<file path="config.mk">
export PLATFORM = sky130hd
export DESIGN_NAME = fetch_unit
export DESIGN_NICKNAME = d
export VERILOG_FILES = /design/src/rtl/cpu_pkg.sv /design/src/rtl/pc_reg.sv /design/src/rtl/fetch_unit.sv
export SDC_FILE = /design/constraint.sdc
export NUM_CORES = 1
export LEC_CHECK = 0
export ABC_AREA = 1
export ABC_CLOCK_PERIOD_IN_PS = 1100
export BUFFER_PORTS_ARGS = -buffer_cell sky130_fd_sc_hd__buf_4
export CORE_ASPECT_RATIO = 1.75
export CORE_MARGIN = 2
export CORE_UTILIZATION = 40
export CTS_CLUSTER_SIZE = 14
export DETAILED_ROUTE_END_ITERATION = 12
export GPL_ROUTABILITY_DRIVEN = 0
export GPL_TIMING_DRIVEN = 0
export HOLD_SLACK_MARGIN = 0.05
export PLACE_DENSITY = 0.69
export SETUP_SLACK_MARGIN = 0.02
export SKIP_LAST_GASP = 1
export SLEW_MARGIN = 20
export SYNTH_ARGS = -nofsm -noshare
export SYNTH_HDL_FRONTEND = slang
export SYNTH_SLANG_ARGS = --single-unit
</file>
<file path="constraint.sdc">
create_clock -name clk -period 1.1 [get_ports clk]
set_input_delay 0 -clock clk [delete_from_list [all_inputs] [get_ports clk]]
set_output_delay 0 -clock clk [all_outputs]
set_load 0.03 [all_outputs]
</file>
<file path="src/rtl/cpu_pkg.sv">
// Shared definitions for the fetch stage and the core it feeds:
// fetch FSM state encoding and instruction opcode field location.
package cpu_pkg;

  typedef enum logic [2:0] {
    S_IDLE    = 3'd0,
    S_IF_REQ  = 3'd1,
    S_IF_WAIT = 3'd2,
    S_LOAD    = 3'd3,
    S_START   = 3'd4,
    S_SETTLE  = 3'd5,
    S_EXEC    = 3'd6,
    S_HALT    = 3'd7
  } state_t;

  localparam logic [2:0] HALT_OPCODE = 3'b111;
  localparam int         OPC_MSB     = 15;
  localparam int         OPC_LSB     = 13;

endpackage

</file>
<file path="src/rtl/pc_reg.sv">
// Program counter register: reset value, wrap-around increment and
// parallel load, with load taking priority over increment.
module pc_reg #(
  parameter int                  PC_WIDTH = 8,
  parameter logic [PC_WIDTH-1:0] RESET_PC = '0
) (
  input  logic                i_clk,
  input  logic                i_reset,
  input  logic                i_inc,
  input  logic                i_load,
  input  logic [PC_WIDTH-1:0] i_load_val,
  output logic [PC_WIDTH-1:0] o_pc
);

  logic [PC_WIDTH-1:0] r_pc;

  always_ff @(posedge i_clk) begin
    if (i_reset)     r_pc <= RESET_PC;
    else if (i_load) r_pc <= i_load_val;
    else if (i_inc)  r_pc <= r_pc + 1'b1;
  end

  assign o_pc = r_pc;

endmodule

</file>
<file path="src/rtl/fetch_unit.sv">
// Instruction fetch stage: reads one word per instruction, hands it to the
// core with load/start strobes and waits for the core to go idle again.
module fetch_unit #(
  parameter int                  PC_WIDTH    = 8,
  parameter int                  INSTR_WIDTH = 16,
  parameter logic [PC_WIDTH-1:0] RESET_PC    = '0,
  parameter logic [2:0]          HALT_OPCODE = 3'b111
) (
  input  logic                   clk,
  input  logic                   reset,
  input  logic                   run,
  output logic [PC_WIDTH-1:0]    mem_addr,
  output logic                   mem_rd,
  input  logic [INSTR_WIDTH-1:0] mem_rdata,
  input  logic                   mem_ready,
  input  logic                   pc_load,
  input  logic [PC_WIDTH-1:0]    pc_in,
  output logic [INSTR_WIDTH-1:0] cpu_in,
  output logic                   cpu_load,
  output logic                   cpu_s,
  input  logic                   cpu_w,
  output logic [PC_WIDTH-1:0]    pc,
  output logic                   halted
);
  import cpu_pkg::*;

  state_t                 r_state;
  state_t                 w_state_nxt;
  logic                   r_mem_rd, r_cpu_load, r_cpu_s, r_halted;
  logic                   w_mem_rd_nxt, w_cpu_load_nxt, w_cpu_s_nxt, w_halted_nxt;
  logic [INSTR_WIDTH-1:0] r_cpu_in;
  logic [PC_WIDTH-1:0]    w_pc;
  logic                   w_fetch_done, w_branch, w_is_halt;

  assign w_fetch_done = (r_state == S_IF_WAIT) && mem_ready;
  assign w_branch     = pc_load && ((r_state == S_SETTLE) || (r_state == S_EXEC));
  assign w_is_halt    = (r_cpu_in[OPC_MSB:OPC_LSB] == HALT_OPCODE);

  pc_reg #(
    .PC_WIDTH (PC_WIDTH),
    .RESET_PC (RESET_PC)
  ) u_pc_reg (
    .i_clk      (clk),
    .i_reset    (reset),
    .i_inc      (w_fetch_done),
    .i_load     (w_branch),
    .i_load_val (pc_in),
    .o_pc       (w_pc)
  );

  // State and strobe registers; strobes are decoded from the next state so
  // they line up with the state they belong to.
  always_ff @(posedge clk) begin
    if (reset) begin
      r_state    <= S_IDLE;
      r_mem_rd   <= 1'b0;
      r_cpu_load <= 1'b0;
      r_cpu_s    <= 1'b0;
      r_halted   <= 1'b0;
    end else begin
      r_state    <= w_state_nxt;
      r_mem_rd   <= w_mem_rd_nxt;
      r_cpu_load <= w_cpu_load_nxt;
      r_cpu_s    <= w_cpu_s_nxt;
      r_halted   <= w_halted_nxt;
    end
  end

  always_comb begin
    w_state_nxt = r_state;
    case (r_state)
      S_IDLE:    if (run) w_state_nxt = S_IF_REQ;
      S_IF_REQ:  w_state_nxt = S_IF_WAIT;
      S_IF_WAIT: if (mem_ready) w_state_nxt = S_LOAD;
      S_LOAD:    w_state_nxt = S_START;
      S_START:   w_state_nxt = S_SETTLE;
      // The core drops w only one cycle after s, so w is not trusted here.
      S_SETTLE:  w_state_nxt = S_EXEC;
      S_EXEC: begin
        if (cpu_w) begin
          if (w_is_halt) w_state_nxt = S_HALT;
          else if (run)  w_state_nxt = S_IF_REQ;
          else           w_state_nxt = S_IDLE;
        end
      end
      S_HALT:    w_state_nxt = S_HALT;
      default:   w_state_nxt = S_IDLE;
    endcase
  end

  always_comb begin
    w_mem_rd_nxt   = (w_state_nxt == S_IF_REQ);
    w_cpu_load_nxt = (w_state_nxt == S_LOAD);
    w_cpu_s_nxt    = (w_state_nxt == S_START);
    w_halted_nxt   = (w_state_nxt == S_HALT);
  end

  always_ff @(posedge clk) begin
    if (reset)             r_cpu_in <= '0;
    else if (w_fetch_done) r_cpu_in <= mem_rdata;
  end

  assign mem_addr = w_pc;
  assign pc       = w_pc;
  assign mem_rd   = r_mem_rd;
  assign cpu_in   = r_cpu_in;
  assign cpu_load = r_cpu_load;
  assign cpu_s    = r_cpu_s;
  assign halted   = r_halted;

endmodule
</file>
; Word-level counts from Yosys, hierarchy flattened
; Index checks and enable logic that the tools add are counted.
[totals]
latch_bits = 0
register_bits = 31
output_inout_bits = 36
mem_count = 0
word_cells = 33
input_bits = 30
mem_bits_rw = 0
mem_bits_ro = 0
[op_classes]
order_cmp = 0
n_reduce_logical = 5
shift = 0
n_bitwise = 0
eq_ne = 12
multipliers = 0
mux = 8
n_addsub = 1
div_mod_pow = 0
[op_table]
columns = operator, n
row1 = 3-bit one-hot mux with 8 select lines, 1
row2 = 3-bit == test (second input constant), 7
row3 = 8-bit 2-to-1 mux, 2
row4 = 3-bit 2-to-1 mux, 4
row5 = 3-bit by 2-bit == test with 1-bit output (second input constant), 3
row6 = 8-bit by 1-bit adder with 8-bit output (second input constant), 1
row7 = 3-bit by 1-bit == test with 1-bit output (second input constant), 2
row8 = 3-bit zero test, 1
row9 = 1-bit logical AND, 2
row10 = 2-bit nonzero test, 1
row11 = 1-bit logical OR, 1
row12 = 1-bit 2-to-1 mux, 1

; Longest topological paths before layout
; Gate-level depths: netlist of run 1.
[depth]
ltp_word = 5
ltp_mapped = 8
depth_no_buf = 8

; By module
; Synthesis of run 1 repeated with hierarchy kept, for this count alone.
[hier_totals]
hier_cells = 190
hier_area_um2 = 1432.6
[modules_own_cells]
columns = mod, seq_area_each_um2, instances, cells_each, area_each_um2
row1 = fetch_unit, 460.4, 1, 120, 943.4
row2 = pc_reg, 160.2, 1, 70, 489.2

; Worst setup path after synthesis of run 1
; Ideal clock, no wire load.
[synth_timing]
path_type = register to register
from = register u_pc_reg.r_pc[1], in the netlist u_pc_reg.o_pc[1]
to = register u_pc_reg.r_pc[6], in the netlist u_pc_reg.o_pc[6]
setup_slack_ns = -0.292
path_buffers = 0
period_less_slack_ns = 1.392
t_required_ns = 0.972
t_arrival_ns = 1.264
setup_time_ns = 0.128
path_stages_with_launch = 9
cell_sequence = dfxtp_1 ha_1 nand2_1 nor2_1 nand2_1 nand2_1 nand3_1 nand2_1 a21oi_1
[synth_via]
elab_chain_len = 3
[synth_rtl]
columns = element, line
row1 = start: declaration, pc_reg.sv:15  ; logic [PC_WIDTH-1:0] r_pc;
row2 = start signal: assignment, pc_reg.sv:19  ; else if (i_load) r_pc <= i_load_val;
row3 = start signal: assignment, pc_reg.sv:20  ; else if (i_inc) r_pc <= r_pc + 1'b1;
row4 = 8-bit by 1-bit adder with 8-bit output, pc_reg.sv:20
row5 = 8-bit 2-to-1 mux, pc_reg.sv:20
row6 = 8-bit 2-to-1 mux, pc_reg.sv:19
; No other way between the ends. The select of a mux whose other input is x is not followed.
; A chain may end at the register's enable or synchronous reset.

; Worst setup path in the final report of run 1
[layout_timing]
from = register r_state[1]
to = register u_pc_reg.r_pc[5], in the netlist u_pc_reg.o_pc[5]
[layout_via]
elab_chain_len = 4
word_cells_on_any_way = 8
cone_classes = eq/ne (3) / mux (1) / reduce/logical (4)
[layout_rtl]
columns = element, line
row1 = start: declaration, fetch_unit.sv:27  ; state_t r_state;
row2 = start signal: assignment, fetch_unit.sv:61  ; r_state <= w_state_nxt;
row3 = 3-bit == test, fetch_unit.sv:36  ; assign w_branch = pc_load && ((r_state == S_SETTLE) || (r_state == S_EXEC));
row4 = 1-bit logical OR, fetch_unit.sv:36
row5 = 1-bit logical AND, fetch_unit.sv:36
row6 = 8-bit 2-to-1 mux / 2-bit nonzero test (equally long branches), n/a
; Parallel ways exist; a longest one is shown, timed or not.

==> results of run 1 <==
[metrics by stage]
step,util [%],instances,hold slack [ps],total power [mW]
floorplan,-,200,135,1.54
global placement,59.1,309,220,1.74
detailed placement,59.1,309,226,1.75
CTS,70.2,344,63.1,2.74
global route,73.2,346,78.4,2.87
finish,73.2,346,60.9,2.76
[where the power goes]
group / leakage, nW / internal, mW / total [mW] / switching (mW)
Combinational: 0.899 / 0.301 / 0.633 / 0.333
Clock: 0.0470 / 0.490 / 0.903 / 0.413
Sequential: 0.259 / 1.18 / 1.22 / 0.0461
Total: 1.21 / 1.97 / 2.76 / 0.791
[final cells by class]
type | instances | area, um^2
Timing Repair Buffer | 94 | 766
Tap cell | 45 | 56.3
Sequential cell | 31 | 652
Buffer | 16 | 133
Fill cell | 251 | 910
Clock inverter | 1 | 5.00
Multi-Input combinational cell | 135 | 722
Clock buffer | 6 | 82.6
Inverter | 18 | 72.6
[worst max-delay path: cells and delay by family, from the launching register on]
family,cells,cell delay [ps]
buffers and inverters,1,70
AND/OR/NAND/NOR,5,380
flip-flops,1,360
AO/OA/AOI/OAI,1,320
[per-layer routing]
layer | GRT usage, % | up-vias | routed length [um] | part of all wire, %
met5 | 0 | - | 0 | 0
met4 | 11.4 | 0 | 123 | 3.0
met3 | 3.60 | 12 | 150 | 3.7
met2 | 36.6 | 44 | 2350 | 57
met1 | 20.3 | 707 | 1470 | 36
li1 | - | 830 | - | -
[flip-flops by register name (all words and copies together), names as in the netlist]
register,flops
cpu_load,1
cpu_in,16
mem_rd,1
r_state,3
cpu_s,1
u_pc_reg.o_pc,8
halted,1
[Yosys cell counts]
cell type,count,area share [%]
sky130_fd_sc_hd__or2_2,1,0.44
sky130_fd_sc_hd__and2_1,1,0.44
sky130_fd_sc_hd__buf_2,3,1.1
sky130_fd_sc_hd__nor2_1,46,12
sky130_fd_sc_hd__inv_2,3,0.79
sky130_fd_sc_hd__nand2_1,32,8.4
sky130_fd_sc_hd__nand3_1,11,3.9
sky130_fd_sc_hd__buf_4,8,4.2
sky130_fd_sc_hd__dfxtp_1,31,43
sky130_fd_sc_hd__inv_1,15,3.9
sky130_fd_sc_hd__nor2_4,1,0.79
sky130_fd_sc_hd__nor3_1,2,0.70
sky130_fd_sc_hd__a211oi_1,1,0.53
sky130_fd_sc_hd__clkbuf_1,2,0.53
sky130_fd_sc_hd__nand2_2,3,1.3
sky130_fd_sc_hd__nand4_2,1,0.88
sky130_fd_sc_hd__a21oi_1,8,2.8
sky130_fd_sc_hd__xor2_1,2,1.2
sky130_fd_sc_hd__o21ai_0,20,7.0
sky130_fd_sc_hd__ha_1,1,0.88
sky130_fd_sc_hd__o211ai_1,1,0.53
sky130_fd_sc_hd__nand3_2,1,0.70
sky130_fd_sc_hd__nand4_1,1,0.44
sky130_fd_sc_hd__buf_6,3,2.4
sky130_fd_sc_hd__o21ai_1,2,0.70
[repair_timing]
item,4_1_cts,5_1_grt
resized for setup,14,28
hold buffers,21,0
pin swaps,5,8
endpoints found under the hold margin,21,0
setup buffers,6,2
endpoints found under the setup margin,29,29
gates cloned,1,0
[final timing paths]
path / to / slack [ps] / depth (start not counted)
min reg2reg: cpu_s / 490 / 1
max: u_pc_reg.o_pc[5] / -90 / 7
max reg2reg: u_pc_reg.o_pc[5] / -90 / 7
min: r_state[0] / 60 / 2
[logic make-up (layout without fill, tap and decap cells)]
group,Yosys count,count (layout),share of synthesized area (%)
AOI/OAI and AO/OA,32,32,11.6
xor gates and xnor gates,2,2,1.23
adders and majority gates,1,1,0.876
buffers and inverters,34,135,12.9
DFF,31,31,43.4
and+or+nand+nor,100,100,30.0
==> metrics.log, run 1 <==
[metrics] hold violation count in the final report: 0
[metrics] I/O pin count: 66
[metrics] placed cell area: between 2000 and 2500 um^2
[metrics] count of pins over their slew limit: 0
[metrics] syn nets: approximately 230
[metrics] pin count of the biggest net entering global routing: 11
[metrics] Leakage Power: 1.21 nW
[metrics] Sum Neg Setup Slack: -597 ps
[metrics] cell area after technology mapping: about 1400 um^2
[metrics] die span in y: between 80 and 90 um
[metrics] launch point of the worst reg-to-reg path: r_state[1]
[metrics] number of buffers on the longest clock path: 2
[metrics] status: finished, violations left
[metrics] start-to-end type of the worst setup path: reg -> reg
[metrics] minimum setup slack after placement: -121 ps
[metrics] area growth from synthesis to final layout: 74.2%
[metrics] startpoint class of the critical path: flop
[metrics] global-route total usage across every layer: 20.0%
[metrics] total congestion overflow after global routing: 0
[metrics] number of warnings issued by yosys: 0
[metrics] clk slew on worst S/H paths: ~70 ps
[metrics] worst-margin pin slew: 353 ps
[metrics] minimum setup slack in the final design: -91.2 ps
[metrics] leading cell type in the layout, fill and taps excluded: sky130_fd_sc_hd__buf_4
[metrics] power per standard cell area: ~1100 nW/um^2
[metrics] core region area: between 3000 and 4000 um^2
[metrics] worst min path class: in -> reg
[metrics] ratio of final minimum period to clock period: 108%
[metrics] number of different library cells in the post-synthesis netlist: 25
[metrics] horizontal die dimension: about 49 um
[metrics] CTS tree: built
[metrics] area enclosed by the die boundary: between 4000 and 5000 um^2
[metrics] hold wc startpoint: reset
[metrics] H-tree Lvls: 2
[metrics] maximum VDD drop: ~1.0 mV
[metrics] total non-filler cell area in the finished layout: 2490 um^2
[metrics] buffers added on ports: between 60 and 70
[metrics] starting utilization of the core area: between 40 and 50%
[metrics] critical-path cell with the highest stage delay: sky130_fd_sc_hd__dfxtp_4
[metrics] setup repair after global routing missed its margin: true
[metrics] shortest period the worst path allows: ~1200 ps
[metrics] detailed router's first-iteration violation count: 23
[metrics] post-route ant nets: 0
[metrics] max_slew headroom: between 70% and 80%
[metrics] clock insertion delay at the later pin of the skew report: 280 ps
[metrics] Max Fclk: roughly 840 MHz
[metrics] number of antenna diodes: 0
[metrics] Detailed Route WL: ~4.1 mm
[metrics] # DRC: 0
[metrics] DR pass1 iterations: 4
[metrics] violated checks: negative setup slack
[metrics] total via count in the routed design: 1,593
[metrics] first-pass GRT wire length: between 6 and 7 mm
[metrics] antenna violations before repair: 0
[metrics] TritonCTS buffer count: 5
[metrics] CTS Root Cell: sky130_fd_sc_hd__clkbuf_8
[metrics] worst path arrival time: 1410 ps
[metrics] Post-Syn Instances: 200
[metrics] via/cell ratio: 4.60
[metrics] first element of the critical path: r_state[1]
[metrics] Seq cells post-synth: 31
[metrics] post-layout net count: between 300 and 400
[metrics] Data required, critical path: 1320 ps
[metrics] maximum fanout count along the critical path: 3
[metrics] half-perimeter wire length after detailed placement: 2.80 mm
[metrics] max capacitance violation total: 0
[metrics] sort of element at the end of the critical path: flop
[metrics] Setup Skew: between 4 and 5 ps
[metrics] CP max stage delay: ~360 ps
[metrics] register area share after synthesis: a little over two fifths
[metrics] wire per inst: between 10 and 15 um
[metrics] standard-cell rows: 28
[metrics] share of cells above drive strength 1: a little under half
[metrics] Post-Synthesis Mean Instance Area: 7.14 um^2
[metrics] most used cells in the layout excluding fill and tap cells: sky130_fd_sc_hd__buf_4 (80), sky130_fd_sc_hd__nor2_1 (34), sky130_fd_sc_hd__nand2_1 (27), sky130_fd_sc_hd__dlygate4sd3_1 (21), sky130_fd_sc_hd__dfxtp_1 (18)
[metrics] Cell Chain, Critical Path: inv_2 > nand2_2 > a21oi_1 > nor2_1 > nand2_2 > nand3_2 > nor2_1
[metrics] Sinks on Clock Net: 31
[metrics] via count of the first global-routing pass: between 1k and 1.5k
[metrics] Finish-stage setup viols: 23
Power figures use the tool's default switching activity.
==> inputs of run 2 (changes only) <==
--- a/config.mk
+++ b/config.mk
@@ -6,7 +6,7 @@
 export NUM_CORES = 1
 export LEC_CHECK = 0
 export ABC_AREA = 1
-export ABC_CLOCK_PERIOD_IN_PS = 1100
+export ABC_CLOCK_PERIOD_IN_PS = 1200
 export BUFFER_PORTS_ARGS = -buffer_cell sky130_fd_sc_hd__buf_4
 export CORE_ASPECT_RATIO = 1.75
 export CORE_MARGIN = 2
@@ -16,7 +16,7 @@
 export GPL_ROUTABILITY_DRIVEN = 0
 export GPL_TIMING_DRIVEN = 0
 export HOLD_SLACK_MARGIN = 0.05
-export PLACE_DENSITY = 0.69
+export PLACE_DENSITY = 0.66
 export SETUP_SLACK_MARGIN = 0.02
 export SKIP_LAST_GASP = 1
 export SLEW_MARGIN = 20
==> constraint.sdc (replaced) <==
create_clock -name clk -period 1.2 [get_ports clk]
set_input_delay 0 -clock clk [delete_from_list [all_inputs] [get_ports clk]]
set_output_delay 0 -clock clk [all_outputs]
set_load 0.03 [all_outputs]
==> run 2 against run 1 <==
Compared with the run above: final cell count fell by 0.29%; design area is 3.1% lower; die area unchanged; power is 5.3% lower; maximum frequency down 1.3%; worst setup slack better by 85 ps; core utilization is 2.2 points lower; the run still ends with negative setup slack left; non-clock buffer count down 2; flip-flop and latch count unchanged; clock-buffer cell count grew 2; hold slack got worse by 2.9 ps; combinational power fell by 12%.
==> metrics.log, run 2 (synthesized netlist as in run 1, its figures left out) <==
[metrics] status: finished, violations left (unchanged)
[metrics] violated checks: negative setup slack (unchanged)
[metrics] start-to-end type of the worst setup path: reg -> reg (unchanged)
[metrics] area growth from synthesis to final layout: 68.8% (was 74.2%)
[metrics] CP max stage delay: 340 ps (was 360 ps)
[metrics] Sinks on Clock Net: 31 (unchanged)
[metrics] worst path arrival time: 1420 ps (was 1410 ps)
[metrics] critical path's most frequent cell: sky130_fd_sc_hd__inv_2
[metrics] maximum VDD drop: 0.896 mV (was 1.02 mV)
[metrics] CTS tree: built (unchanged)
[metrics] post-layout net count: 330 (was 332)
[metrics] post-route worst hold slack: 58.0 ps (was 60.9 ps)
[metrics] shortest period the worst path allows: 1210 ps (was 1190 ps)
[metrics] share of cells above drive strength 1: 42.3% (was 46.8%)
[metrics] worst-margin pin slew: 371 ps (was 353 ps)
[metrics] # DRC: 0 (unchanged)
[metrics] half-perimeter wire length after detailed placement: 2.87 mm (was 2.80 mm)
[metrics] max capacitance violation total: 0 (unchanged)
[metrics] wire per inst: 12.1 um (was 11.8 um)
[metrics] setup repair after global routing missed its margin: true (unchanged)
[metrics] number of placed cells counting well taps: 309 (unchanged)
[metrics] leading cell type in the layout, fill and taps excluded: sky130_fd_sc_hd__buf_4 (unchanged)
[metrics] via/cell ratio: 4.64 (was 4.60)
[metrics] hold violation count in the final report: 0 (unchanged)
[metrics] clock insertion delay at the later pin of the skew report: 290 ps (was 280 ps)
[metrics] core region area: 3400 um^2 (unchanged)
[metrics] standard-cell rows: 28 (unchanged)
[metrics] DR pass1 iterations: 4 (unchanged)
[metrics] minimum setup slack in the final design: -6.40 ps (was -91.2 ps)
[metrics] sort of element at the end of the critical path: flop (unchanged)
[metrics] startpoint class of the critical path: flop (unchanged)
[metrics] reg2reg path depth: 8 (was 7)
[metrics] CTS Root Cell: sky130_fd_sc_hd__clkbuf_8 (unchanged)
[metrics] H-tree Lvls: 2 (unchanged)
[metrics] total via count in the routed design: 1,601 (was 1,593)
[metrics] most used cells in the layout excluding fill and tap cells: sky130_fd_sc_hd__buf_4 (79), sky130_fd_sc_hd__nor2_1 (37), sky130_fd_sc_hd__nand2_1 (30), sky130_fd_sc_hd__dfxtp_1 (23) (was sky130_fd_sc_hd__buf_4 (80), sky130_fd_sc_hd__nor2_1 (34), sky130_fd_sc_hd__nand2_1 (27), sky130_fd_sc_hd__dlygate4sd3_1 (21), sky130_fd_sc_hd__dfxtp_1 (18))
[metrics] buffers added on ports: 64 (unchanged)
[metrics] launch point of the worst reg-to-reg path: r_state[0] (was r_state[1])
[metrics] first element of the critical path: r_state[0] (was r_state[1])
[metrics] post-route ant nets: 0 (unchanged)
[metrics] Max Fclk: 829 MHz (was 839 MHz)
[metrics] worst min path class: in -> reg (unchanged)
[metrics] Cell Chain, Critical Path: inv_2 > nand2_4 > nor2_4 > inv_2 > buf_4 > o21ai_1 > nand2_1 > a21oi_1 (was inv_2 > nand2_2 > a21oi_1 > nor2_1 > nand2_2 > nand3_2 > nor2_1)
[metrics] Finish-stage setup viols: 2 (was 23)
[metrics] total non-filler cell area in the finished layout: 2410 um^2 (was 2490 um^2)
[metrics] die span in y: 83.1 um (unchanged)
[metrics] I/O pin count: 66 (unchanged)
[metrics] Setup Skew: 9.78 ps (was 4.29 ps)
[metrics] Leakage Power: 1.19 nW (was 1.21 nW)
[metrics] Detailed Route WL: 4.16 mm (was 4.10 mm)
[metrics] count of pins over their slew limit: 0 (unchanged)
[metrics] Data required, critical path: 1410 ps (was 1320 ps)
[metrics] global-route total usage across every layer: 21.4% (was 20.0%)
[metrics] detailed router's first-iteration violation count: 17 (was 23)
[metrics] placed cell area: 1980 um^2 (was 2010 um^2)
[metrics] capturing element of the worst setup path: u_pc_reg.o_pc[7] (was u_pc_reg.o_pc[5])
[metrics] clk slew on worst S/H paths: 70 ps (about the same)
[metrics] first-pass GRT wire length: 6.87 mm (was 6.38 mm)
[metrics] power per standard cell area: 1080 nW/um^2 (was 1110 nW/um^2)
[metrics] via count of the first global-routing pass: 1,573 (was 1,495)
[metrics] starting utilization of the core area: 42.0% (unchanged)
[metrics] Crit path buffers/inverters: 3 (was 1)
[metrics] antenna violations before repair: 0 (unchanged)
[metrics] Sum Neg Setup Slack: -9.09 ps (was -597 ps)
[metrics] TritonCTS buffer count: 5 (unchanged)
[metrics] total congestion overflow after global routing: 0 (unchanged)
[metrics] number of antenna diodes: 0 (unchanged)
[metrics] gate family responsible for the most delay along the worst path: flip-flops (was simple AND/OR/NAND/NOR gates)
[metrics] setup slack on the worst flop-to-flop path: -6 ps (was -90 ps)
[metrics] critical-path cell with the highest stage delay: sky130_fd_sc_hd__dfxtp_2 (was sky130_fd_sc_hd__dfxtp_4)
[metrics] CP Depth: 8 (was 7)
[metrics] number of flip-flops in the largest register: 16 (unchanged)
[metrics] destination of the worst register-to-register timing path: u_pc_reg.o_pc[7] (was u_pc_reg.o_pc[5])
[metrics] pin count of the biggest net entering global routing: 11 (unchanged)
[metrics] area enclosed by the die boundary: 4090 um^2 (unchanged)
[metrics] ratio of final minimum period to clock period: 101% (was 108%)
[metrics] maximum fanout count along the critical path: 5 (was 3)
[metrics] number of standard cells in the final layout excluding fillers: 345 (was 346)
[metrics] max_slew headroom: 75.0% (was 76.5%)
[metrics] number of buffers on the longest clock path: 2 (unchanged)
[metrics] horizontal die dimension: 49.2 um (unchanged)
==> run 2: cell count changes in the layout (fill, tap and decap cells not counted), sizes merged <==
cell,before,now
clkbuf,8,10
buf,87,86
clkinv,1,0
dlygate4sd3,21,20
==> run 2: worst min-delay path by stage <==
stage,startpoint,end,depth (start not counted)
6_report,pc_in[5],u_pc_reg.o_pc[5],4
4_1_cts,pc_in[5],u_pc_reg.o_pc[5],4
3_5_place_dp,mem_rdata[13],cpu_in[13],3
2_1_floorplan,mem_rdata[10],cpu_in[10],2
3_3_place_gp,mem_rdata[6],cpu_in[6],3
5_1_grt,pc_in[6],u_pc_reg.o_pc[6],5
==> run 2: worst register-to-register path, cell delays in order, from the launching register on <==
cell,delay (ps)
sky130_fd_sc_hd__dfxtp_2,340
sky130_fd_sc_hd__inv_2,80
sky130_fd_sc_hd__nand2_4,70
sky130_fd_sc_hd__nor2_4,180
sky130_fd_sc_hd__inv_2,90
sky130_fd_sc_hd__buf_4,140
sky130_fd_sc_hd__o21ai_1,60
sky130_fd_sc_hd__nand2_1,60
sky130_fd_sc_hd__a21oi_1,100
==> run 2: layer usage <==
metal / vias up / wire [um] / GRT usage, %
li1: 822 / - / -
met1: 733 / 1510 / 21.5
met2: 39 / 2400 / 40.7
met3: 7 / 148 / 3.78
met4: 0 / 102 / 9.61
met5: - / 0 / 0
==> run 2: metrics by stage <==
stage	setup slack (ps)	utilization (%)	power, mW
2_1_floorplan	40.7	-	1.40
3_3_place_gp	-91.5	58.2	1.59
3_5_place_dp	-87.2	58.2	1.60
4_1_cts	-0.434	69.0	2.59
5_1_grt	-99.9	71.0	2.73
6_report	-6.40	71.0	2.61
==> run 2: where the power goes <==
part	switching, mW	internal (mW)	leakage, nW	total, mW
registers	0.0410	1.08	0.256	1.12
logic	0.297	0.261	0.880	0.558
clock network	0.395	0.537	0.0506	0.932
==> run 2: layout make-up <==
cell class | count | area, um^2
fillers | 312 | 986
multi-input cells | 135 | 683
inverters | 18 | 70.1
clock buffers | 8 | 101
repair buffers | 92 | 736
flip-flops and latches | 31 | 641
plain buffers | 16 | 125
well taps | 45 | 56.3
==> run 2: repair_timing <==
item / 4_1_cts / 5_1_grt
cloned: 0 / 2
pin swaps: 4 / 3
endpoints found under the setup margin: 28 / 29
resized for setup: 10 / 20
buffers inserted: 5 / 1
endpoints found under the hold margin: 20 / 0
hold buffers: 20 / 0
==> inputs of run 3 (changes only) <==
--- a/config.mk
+++ b/config.mk
@@ -6,7 +6,7 @@
 export NUM_CORES = 1
 export LEC_CHECK = 0
 export ABC_AREA = 1
-export ABC_CLOCK_PERIOD_IN_PS = 1200
+export ABC_CLOCK_PERIOD_IN_PS = 1500
 export BUFFER_PORTS_ARGS = -buffer_cell sky130_fd_sc_hd__buf_4
 export CORE_ASPECT_RATIO = 1.75
 export CORE_MARGIN = 2
==> constraint.sdc (replaced) <==
create_clock -name clk -period 1.5 [get_ports clk]
set_input_delay 0 -clock clk [delete_from_list [all_inputs] [get_ports clk]]
set_output_delay 0 -clock clk [all_outputs]
set_load 0.03 [all_outputs]
==> run 3 against run 2 <==
Compared with the run above: the flow now finishes without violations; core utilization decreased by 4.6 points; clock skew is 6.9 ps lower; non-clock buffer count down 7; combinational power decreased by 27%; clock-buffer cell count fell by 1; hold slack improved by 7.6 ps; critical path depth is the same; largest power group unchanged; first-iteration DRC count rose by 5.9%; flip-flop and latch count is the same; design area is 6.4% lower; clock power shrank 34%; via count down 3.1%.
==> metrics.log, run 3 (synthesized netlist as in run 1, its figures left out) <==
[metrics] post-route ant nets: 0 (unchanged)
[metrics] half-perimeter wire length after detailed placement: 2.73 mm (was 2.87 mm)
[metrics] destination of the worst register-to-register timing path: u_pc_reg.o_pc[6] (was u_pc_reg.o_pc[7])
[metrics] standard-cell rows: 28 (unchanged)
[metrics] max_slew headroom: 75.7% (was 75.0%)
[metrics] setup repair after global routing missed its margin: false (was true)
[metrics] number of flip-flops in the largest register: 16 (unchanged)
[metrics] number of antenna diodes: 0 (unchanged)
[metrics] critical path's most frequent cell: sky130_fd_sc_hd__nand2_1 (was sky130_fd_sc_hd__inv_2)
[metrics] # DRC: 0 (unchanged)
[metrics] shortest period the worst path allows: 1310 ps (was 1210 ps)
[metrics] maximum fanout count along the critical path: 5 (unchanged)
[metrics] Setup Skew: 2.91 ps (was 9.78 ps)
[metrics] CP max stage delay: 410 ps (was 340 ps)
[metrics] total via count in the routed design: 1,552 (was 1,601)
[metrics] maximum VDD drop: 0.798 mV (was 0.896 mV)
[metrics] Post-CTS Repair Setup Buffers: 0 (was 5)
[metrics] most used cells in the layout excluding fill and tap cells: sky130_fd_sc_hd__buf_4 (72), sky130_fd_sc_hd__nor2_1 (46), sky130_fd_sc_hd__nand2_1 (32), sky130_fd_sc_hd__dfxtp_1 (31), sky130_fd_sc_hd__dlygate4sd3_1 (21) (was sky130_fd_sc_hd__buf_4 (79), sky130_fd_sc_hd__nor2_1 (37), sky130_fd_sc_hd__nand2_1 (30), sky130_fd_sc_hd__dfxtp_1 (23))
[metrics] area growth from synthesis to final layout: 58.0% (was 68.8%)
[metrics] worst-margin pin slew: 361 ps (was 371 ps)
[metrics] worst min path class: in -> reg (unchanged)
[metrics] detailed router's first-iteration violation count: 18 (was 17)
[metrics] Detailed Route WL: 3.86 mm (was 4.16 mm)
[metrics] status: complete, no violations (was finished, violations left)
[metrics] critical-path cell with the highest stage delay: sky130_fd_sc_hd__dfxtp_1 (was sky130_fd_sc_hd__dfxtp_2)
[metrics] wire per inst: 11.4 um (was 12.1 um)
[metrics] via/cell ratio: 4.59 (was 4.64)
[metrics] die span in y: 83.1 um (unchanged)
[metrics] Max Fclk: 765 MHz (was 829 MHz)
[metrics] launch point of the worst reg-to-reg path: u_pc_reg.o_pc[0] (was r_state[0])
[metrics] post-cts resize count: 0 (was 10)
[metrics] ratio of final minimum period to clock period: 87.1% (was 101%)
[metrics] clock insertion delay at the later pin of the skew report: 280 ps (was 290 ps)
[metrics] start-to-end type of the worst setup path: reg -> reg (unchanged)
[metrics] Sinks on Clock Net: 31 (unchanged)
[metrics] TritonCTS buffer count: 5 (unchanged)
[metrics] hold wc startpoint: reset (was pc_in[5])
[metrics] number of cells traversed by the worst hold path: 2 (was 4)
[metrics] reg2reg path depth: 8 (unchanged)
[metrics] buffers added on ports: 64 (unchanged)
[metrics] sort of element at the end of the critical path: flop (unchanged)
[metrics] Worst Hold Path EP: u_pc_reg.o_pc[1] (was u_pc_reg.o_pc[5])
[metrics] pin count of the biggest net entering global routing: 11 (unchanged)
[metrics] antenna violations before repair: 0 (unchanged)
[metrics] global-route total usage across every layer: 20.6% (was 21.4%)
[metrics] CTS tree: built (unchanged)
[metrics] hold violation count in the final report: 0 (unchanged)
[metrics] post-layout net count: 323 (was 330)
[metrics] I/O pin count: 66 (unchanged)
[metrics] clk slew on worst S/H paths: 60 ps (was 70 ps)
[metrics] number of buffers inserted for hold repair after clock tree synthesis: 21 (was 20)
[metrics] post-layout utilization of the core: 66.4% (was 71.0%)
[metrics] CTS Root Cell: sky130_fd_sc_hd__clkbuf_8 (unchanged)
[metrics] core region area: 3400 um^2 (unchanged)
[metrics] horizontal die dimension: 49.2 um (unchanged)
[metrics] Data required, critical path: 1650 ps (was 1410 ps)
[metrics] count of pins over their slew limit: 0 (unchanged)
[metrics] via count of the first global-routing pass: 1,537 (was 1,573)
[metrics] worst path arrival time: 1460 ps (was 1420 ps)
[metrics] area enclosed by the die boundary: 4090 um^2 (unchanged)
[metrics] leading cell type in the layout, fill and taps excluded: sky130_fd_sc_hd__buf_4 (unchanged)
[metrics] H-tree Lvls: 2 (unchanged)
[metrics] number of buffers on the longest clock path: 2 (unchanged)
[metrics] first-pass GRT wire length: 6.58 mm (was 6.87 mm)
[metrics] Leakage Power: 1.12 nW (was 1.19 nW)
[metrics] Finish-stage setup viols: 0 (was 2)
[metrics] starting utilization of the core area: 42.0% (unchanged)
[metrics] total congestion overflow after global routing: 0 (unchanged)
[metrics] startpoint class of the critical path: flop (unchanged)
[metrics] power per standard cell area: 853 nW/um^2 (was 1080 nW/um^2)
[metrics] Cell Chain, Critical Path: ha_1 > nand2_1 > nor2_1 > nand2_1 > nand2_1 > nand3_1 > nand2_1 > a21oi_1 (was inv_2 > nand2_4 > nor2_4 > inv_2 > buf_4 > o21ai_1 > nand2_1 > a21oi_1)
[metrics] DR pass1 iterations: 4 (unchanged)
[metrics] max capacitance violation total: 0 (unchanged)
[metrics] Sum Neg Setup Slack: 0 ps (was -9.09 ps)
[metrics] setup slack on the worst flop-to-flop path: 190 ps (was -6 ps)
[metrics] share of cells above drive strength 1: 32.1% (was 42.3%)
[metrics] fill cell total of the finished layout: 317 (was 312)
run 3: changes by cell type in the layout (fill, tap and decap cells not counted), sizes merged:
cell / before / now
clkbuf: 10 / 9
dlygate4sd3: 20 / 21
buf: 86 / 78
clkinv: 0 / 1
run 3: worst max-delay path by stage:
stage,startpoint,endpoint,slack [ps],cells past startpoint
6_report,u_pc_reg.o_pc[0],u_pc_reg.o_pc[6],190,8
3_3_place_gp,r_state[1],u_pc_reg.o_pc[1],200,7
3_5_place_dp,r_state[1],u_pc_reg.o_pc[1],210,7
4_1_cts,r_state[1],u_pc_reg.o_pc[1],180,7
2_1_floorplan,u_pc_reg.o_pc[1],u_pc_reg.o_pc[6],110,8
5_1_grt,u_pc_reg.o_pc[1],u_pc_reg.o_pc[6],40,8
run 3: where the power goes:
part	total, mW	internal (mW)	switching (mW)
registers	0.898	0.868	0.0301
logic	0.407	0.188	0.219
clock network	0.619	0.325	0.294
total	1.92	1.38	0.544
run 3: metrics by stage:
step	setup WS [ps]	power (mW)	cell area (um^2)	cells	hold WS (ps)
6_report	193	1.92	2260	338	65.7
5_1_grt	43.4	2.04	2260	338	84.7
4_1_cts	181	1.95	2260	338	60.0
3_5_place_dp	209	1.28	1970	309	227
3_3_place_gp	202	1.28	1970	309	221
2_1_floorplan	108	1.13	1430	200	135
run 3: layout make-up:
class	instances	area (um^2)	share of cell area [%]
Timing Repair Buffer	85	691	30.6
Multi-Input combinational cell	135	624	27.7
Sequential cell	31	621	27.5
Buffer	16	116	5.16
Clock buffer	7	76.3	3.38
Inverter	18	67.6	2.99
Tap cell	45	56.3	2.49
Clock inverter	1	5.00	0.222
run 3: critical path: cells and delay by family, from the launching register on:
kind,cells,cell delay [ps]
flip-flops,1,410
AO/OA/AOI/OAI,1,50
AND/OR/NAND/NOR,6,520
adder cells (fa/ha/maj),1,220
run 3: routing by layer:
metal	global-route usage [%]	share of wire, %
met5	0	0
met4	10.4	2.6
met3	3.42	3.7
met2	38.9	57
met1	20.5	37
